<file path="config.mk">
export PLATFORM = sky130hd
export DESIGN_NAME = ascon_output_serializer
export DESIGN_NICKNAME = d
export VERILOG_FILES = /design/src/rtl/ascon_output_serializer.sv
export SDC_FILE = /design/constraint.sdc
export NUM_CORES = 1
export LEC_CHECK = 0
export BUFFER_PORTS_ARGS = -buffer_cell sky130_fd_sc_hd__buf_2
export CAP_MARGIN = 10
export CORE_MARGIN = 5
export CORE_UTILIZATION = 45
export CTS_BUF_LIST = sky130_fd_sc_hd__clkbuf_8 sky130_fd_sc_hd__clkbuf_16
export DETAILED_ROUTE_END_ITERATION = 12
export HOLD_SLACK_MARGIN = 0.06
export PLACE_DENSITY = 0.73
export SETUP_SLACK_MARGIN = 0.3
export SLEW_MARGIN = 5
export SYNTH_ARGS = -nofsm -noshare
export SYNTH_HDL_FRONTEND = slang
export SYNTH_SLANG_ARGS = --single-unit
</file>
<file path="constraint.sdc">
create_clock -name clk -period 2.7 [get_ports clk]
set_input_delay 0.27 -clock clk [delete_from_list [all_inputs] [get_ports clk]]
set_output_delay 0.27 -clock clk [all_outputs]
set_load 0.005 [all_outputs]
</file>
<file path="src/rtl/ascon_output_serializer.sv">
// ascon_output_serializer
// Captures a 128-bit ciphertext and 128-bit tag from the encrypt core when
// encrypt_done rises, then streams them out as eight 32-bit words, MSW first.
// Handshake: a word moves on a rising clk edge where dout_valid and dout_ready
// are both high; while dout_valid is high and dout_ready is low, dout and
// dout_last hold their value; dout_valid never drops without a transfer
// except on clear or reset.
module ascon_output_serializer #(
   parameter int TAG_FIRST = 0
) (
   input  logic         clk,
   input  logic         rst_n,
   input  logic [127:0] ciphertext,
   input  logic [127:0] tag,
   input  logic         encrypt_done,
   output logic [31:0]  dout,
   output logic         dout_valid,
   input  logic         dout_ready,
   output logic         dout_last,
   output logic         busy,
   output logic         overrun,
   input  logic         clear
);

   localparam logic [0:0] IDLE = 1'b0;
   localparam logic [0:0] SEND = 1'b1;

   logic [0:0]   state;
   logic [2:0]   word_cnt;
   logic [255:0] frame;
   logic         done_q;
   logic         start;
   logic         xfer;
   logic [255:0] frame_in;

   // The word on dout always sits in the top 32 bits of the frame register;
   // each transfer shifts the next word up, so the output is a plain slice.
   assign frame_in   = (TAG_FIRST != 0) ? {tag, ciphertext} : {ciphertext, tag};
   assign start      = encrypt_done & ~done_q;
   assign dout_valid = (state == SEND);
   assign xfer       = dout_valid & dout_ready;
   assign dout       = dout_valid ? frame[255:224] : 32'd0;
   assign dout_last  = dout_valid && (word_cnt == 3'd7);
   assign busy       = (state == SEND);

   // Edge detect, frame capture, word sequencing and the sticky overrun flag.
   always_ff @(posedge clk or negedge rst_n) begin
      if (!rst_n) begin
         state    <= IDLE;
         word_cnt <= 3'd0;
         frame    <= 256'd0;
         done_q   <= 1'b0;
         overrun  <= 1'b0;
      end else begin
         // Tracked even during clear so a level held through clear cannot
         // later masquerade as a new completion.
         done_q <= encrypt_done;
         if (clear) begin
            state    <= IDLE;
            word_cnt <= 3'd0;
            overrun  <= 1'b0;
         end else begin
            case (state)
               IDLE: begin
                  if (start) begin
                     frame    <= frame_in;
                     word_cnt <= 3'd0;
                     state    <= SEND;
                  end
               end
               SEND: begin
                  // A completion arriving mid-frame (including on the final
                  // transfer) is dropped; the frame in flight is untouched.
                  if (start) begin
                     overrun <= 1'b1;
                  end
                  if (xfer) begin
                     frame <= {frame[223:0], 32'd0};
                     if (word_cnt == 3'd7) begin
                        state    <= IDLE;
                        word_cnt <= 3'd0;
                     end else begin
                        word_cnt <= word_cnt + 3'd1;
                     end
                  end
               end
               default: begin
                  state <= IDLE;
               end
            endcase
         end
      end
   end

endmodule
</file>
==> results.sh <==
export IMPL_nets=1492
export IMPL_cpPeakStageDelay_ns=0.54
export IMPL_synth_top_cell_area_share=0.505
export IMPL_fin_ws_ns=0.424
export IMPL_rsz0062_at_grt="no"
export IMPL_endpoint_kind="output pin"
export IMPL_postCtsSetupBuffers=0
export IMPL_synth_edf_count=0
export IMPL_worstSkewPairLatency_ns=0.54
export IMPL_ant_nets=0
export IMPL_cts_sinks=262
export IMPL_fin_tns_setup_ns=0
export IMPL_ys_types=20
export IMPL_async_flop_share=1.00
export IMPL_fin_worst_skew_ns=0.0124
export IMPL_wl_met1_um=11900
export IMPL_placed_cells=1525
export IMPL_cts_tree="done"
export IMPL_cts_buffer_depth=3
export IMPL_initial_utilization=0.454
export IMPL_n_fill_cell=2361
export IMPL_via_per_inst=5.01
export IMPL_routed_wl_um=29700
export IMPL_worstPathRequired_ns=2.43
export IMPL_numCtsBuffers=30
export IMPL_holdCritPathClass="input port to register"
export IMPL_tightest_slew_ns=0.720
export IMPL_max_cap_violations=0
export IMPL_ys_top_cells_by_count="mux2_2, dfrtp_1, and2_1"
export IMPL_core_area_um2=28600
export IMPL_hold_slack_ns=0.0838
export IMPL_cts_reportedPaths_clkPinSlew_ns=0.06
export IMPL_top_layer_used="met5"
export IMPL_drive_above_1_share=0.658
export IMPL_area_delta_synth_final_pct=25.3
export IMPL_layout_cells_non_filler=1635
export IMPL_cpMaxStageDelayCell="buf_6"
export IMPL_period_share=0.843
export IMPL_syn_area_per_cell_um2=14.6
export IMPL_placed_area_um2=14700
export IMPL_synth_top_area_cell="dfrtp_1"
export IMPL_cp_max_fo=87
export IMPL_peakVddDrop_uv=542
export IMPL_drt_initial_drc_count=307
export IMPL_overflow=0
export IMPL_wl_met3_um=2170
export IMPL_ys_ff_latch=262
export IMPL_htree_levels=1
export IMPL_drt_first_pass_iters=4
export IMPL_hold_viol=0
export IMPL_dp_slack_ns=0.546
export IMPL_max_freq_ghz=0.439
export IMPL_cts_root_buf="clkbuf_16"
export IMPL_wl_per_cell_um=18.1
export IMPL_critPathTopFamily="buffers and inverters"
export IMPL_path_cells="buf_6 -> and2_1 -> buf_2"
export IMPL_fin_area_um2=16300
export IMPL_wl_met2_um=15000
export IMPL_outcome="completed"
export IMPL_synth_nets=1152
export IMPL_yosysWarnings=0
export IMPL_drv_slew=0
export IMPL_drc_errors=0
export IMPL_worstSetupPathType="register to output pin"
export IMPL_grt_usage=0.174
export IMPL_die_area_um2=32300
export IMPL_max_slew_margin=0.520
export IMPL_grt_antenna_before_repair=12
export IMPL_fin_crit_ns=2.28
export IMPL_dr_total_vias=8191
export IMPL_setup_viol=0
export IMPL_grt_pass1_vias=9012
export IMPL_crit_arrival_ns=2.01
export IMPL_cp_num_buf_inv=2
export IMPL_die_h_um=180
export IMPL_io_pins=297
export IMPL_synthTopCellsByArea="dfrtp_1, mux2_2, mux2_1"
export IMPL_syn_area_um2=13000
export IMPL_gp_congestion=0.777
export IMPL_cp_start_kind="register"
export IMPL_synth_seq_area_share=0.505
export IMPL_leakage_nw=7.24
export IMPL_die_x_um=180
export IMPL_powerDensity_nw_per_um2=740
export IMPL_grt_max_degree=209
export IMPL_num_rows=62
export IMPL_hpwl_um=20100
export IMPL_grt_pass1_wl_um=46700
export IMPL_ys_flop_type="dfrtp_1"
export IMPL_synth_cells=889
export IMPL_synth_most_common_cell="mux2_2"
export IMPL_port_buffers=296
[final cells by class]
type                            count  area [um^2]  share of cell area
Clock buffer                       34          817              0.0502
Sequential cell                   262         6560               0.403
Inverter                            1         3.75            0.000231
Multi-Input combinational cell    564         5940               0.365
Clock inverter                     17          156             0.00962
Timing Repair Buffer              370         2300               0.141
Antenna cell                        3         7.51            0.000462
Tap cell                          384          480              0.0295
[metrics by stage]
stage,power (mW),utilization
2_1_floorplan,7.30,-
3_3_place_gp,7.94,0.513
3_5_place_dp,8.09,0.513
4_1_cts,12.2,0.567
5_1_grt,12.7,0.568
6_report,12.0,0.568
[worst register-to-register path: cells and delay by family (launching register included)]
family          cells  cell delay [ns]
flops               1             0.53
mux                 1             0.47
simple gates        1             0.46
buf+inv             1             0.43
compound gates      1             0.21
[sequential cells by signal, indices dropped and copies added, names as in the netlist]
| signal | flops |
|---|---|
| frame | 256 |
| word_cnt | 3 |
| busy | 1 |
| done_q | 1 |
| overrun | 1 |
[power by group]
group	switching, mW	internal, mW	total [mW]
Clock	1.57	2.42	3.99
Sequential	0.592	5.11	5.70
Combinational	0.783	1.56	2.34
[layout by cell type (no fill, tap or decap), drive strengths merged]
cell,instances
bufinv,3
dlygate4sd3,55
or3,1
clkbuf,35
or3b,1
diode,3
clkinvlp,1
inv,9
dfrtp,262
ha,2
clkinv,5
mux2,480
a21oi,5
a31oi,1
nand2,3
and2,33
buf,314
nor2,1
nand3,5
nor2b,32
[cell families after synthesis]
family | after synthesis | share of synthesized area
compound gates | 6 | 0.00328
fa+ha+maj | 2 | 0.00193
buf+inv | 63 | 0.0377
mux | 480 | 0.416
flops | 262 | 0.505
simple gates | 76 | 0.0358
[repair_timing]
action / 4_1_cts / 5_1_grt
endpoints found under the setup margin: 29 / 7
pin swaps: 0 / 0
gates resized for setup: 2 / 0
gates cloned: 0 / 1
hold buffers: 55 / 0
endpoints found under the hold margin: 137 / 0
[final timing paths]
path                                  from          to  slack [ns]  cells after the start
max in group asynchronous            rst_n   frame[67]        1.55                      3
worst max register to register        busy  frame[167]        0.49                      4
min in group asynchronous            rst_n    frame[8]        0.34                      2
worst max-delay path                  busy     dout[3]        0.42                      3
worst min register to register  frame[245]  frame[245]        0.48                      1
worst min-delay path               tag[11]   frame[11]        0.08                      3
[layer usage]
layer	track usage	up-vias
li1	-	3845
met1	0.209	4046
met2	0.305	229
met3	0.0576	53
met4	0.0372	18
met5	0	-
Power figures use the tool's default switching activity.
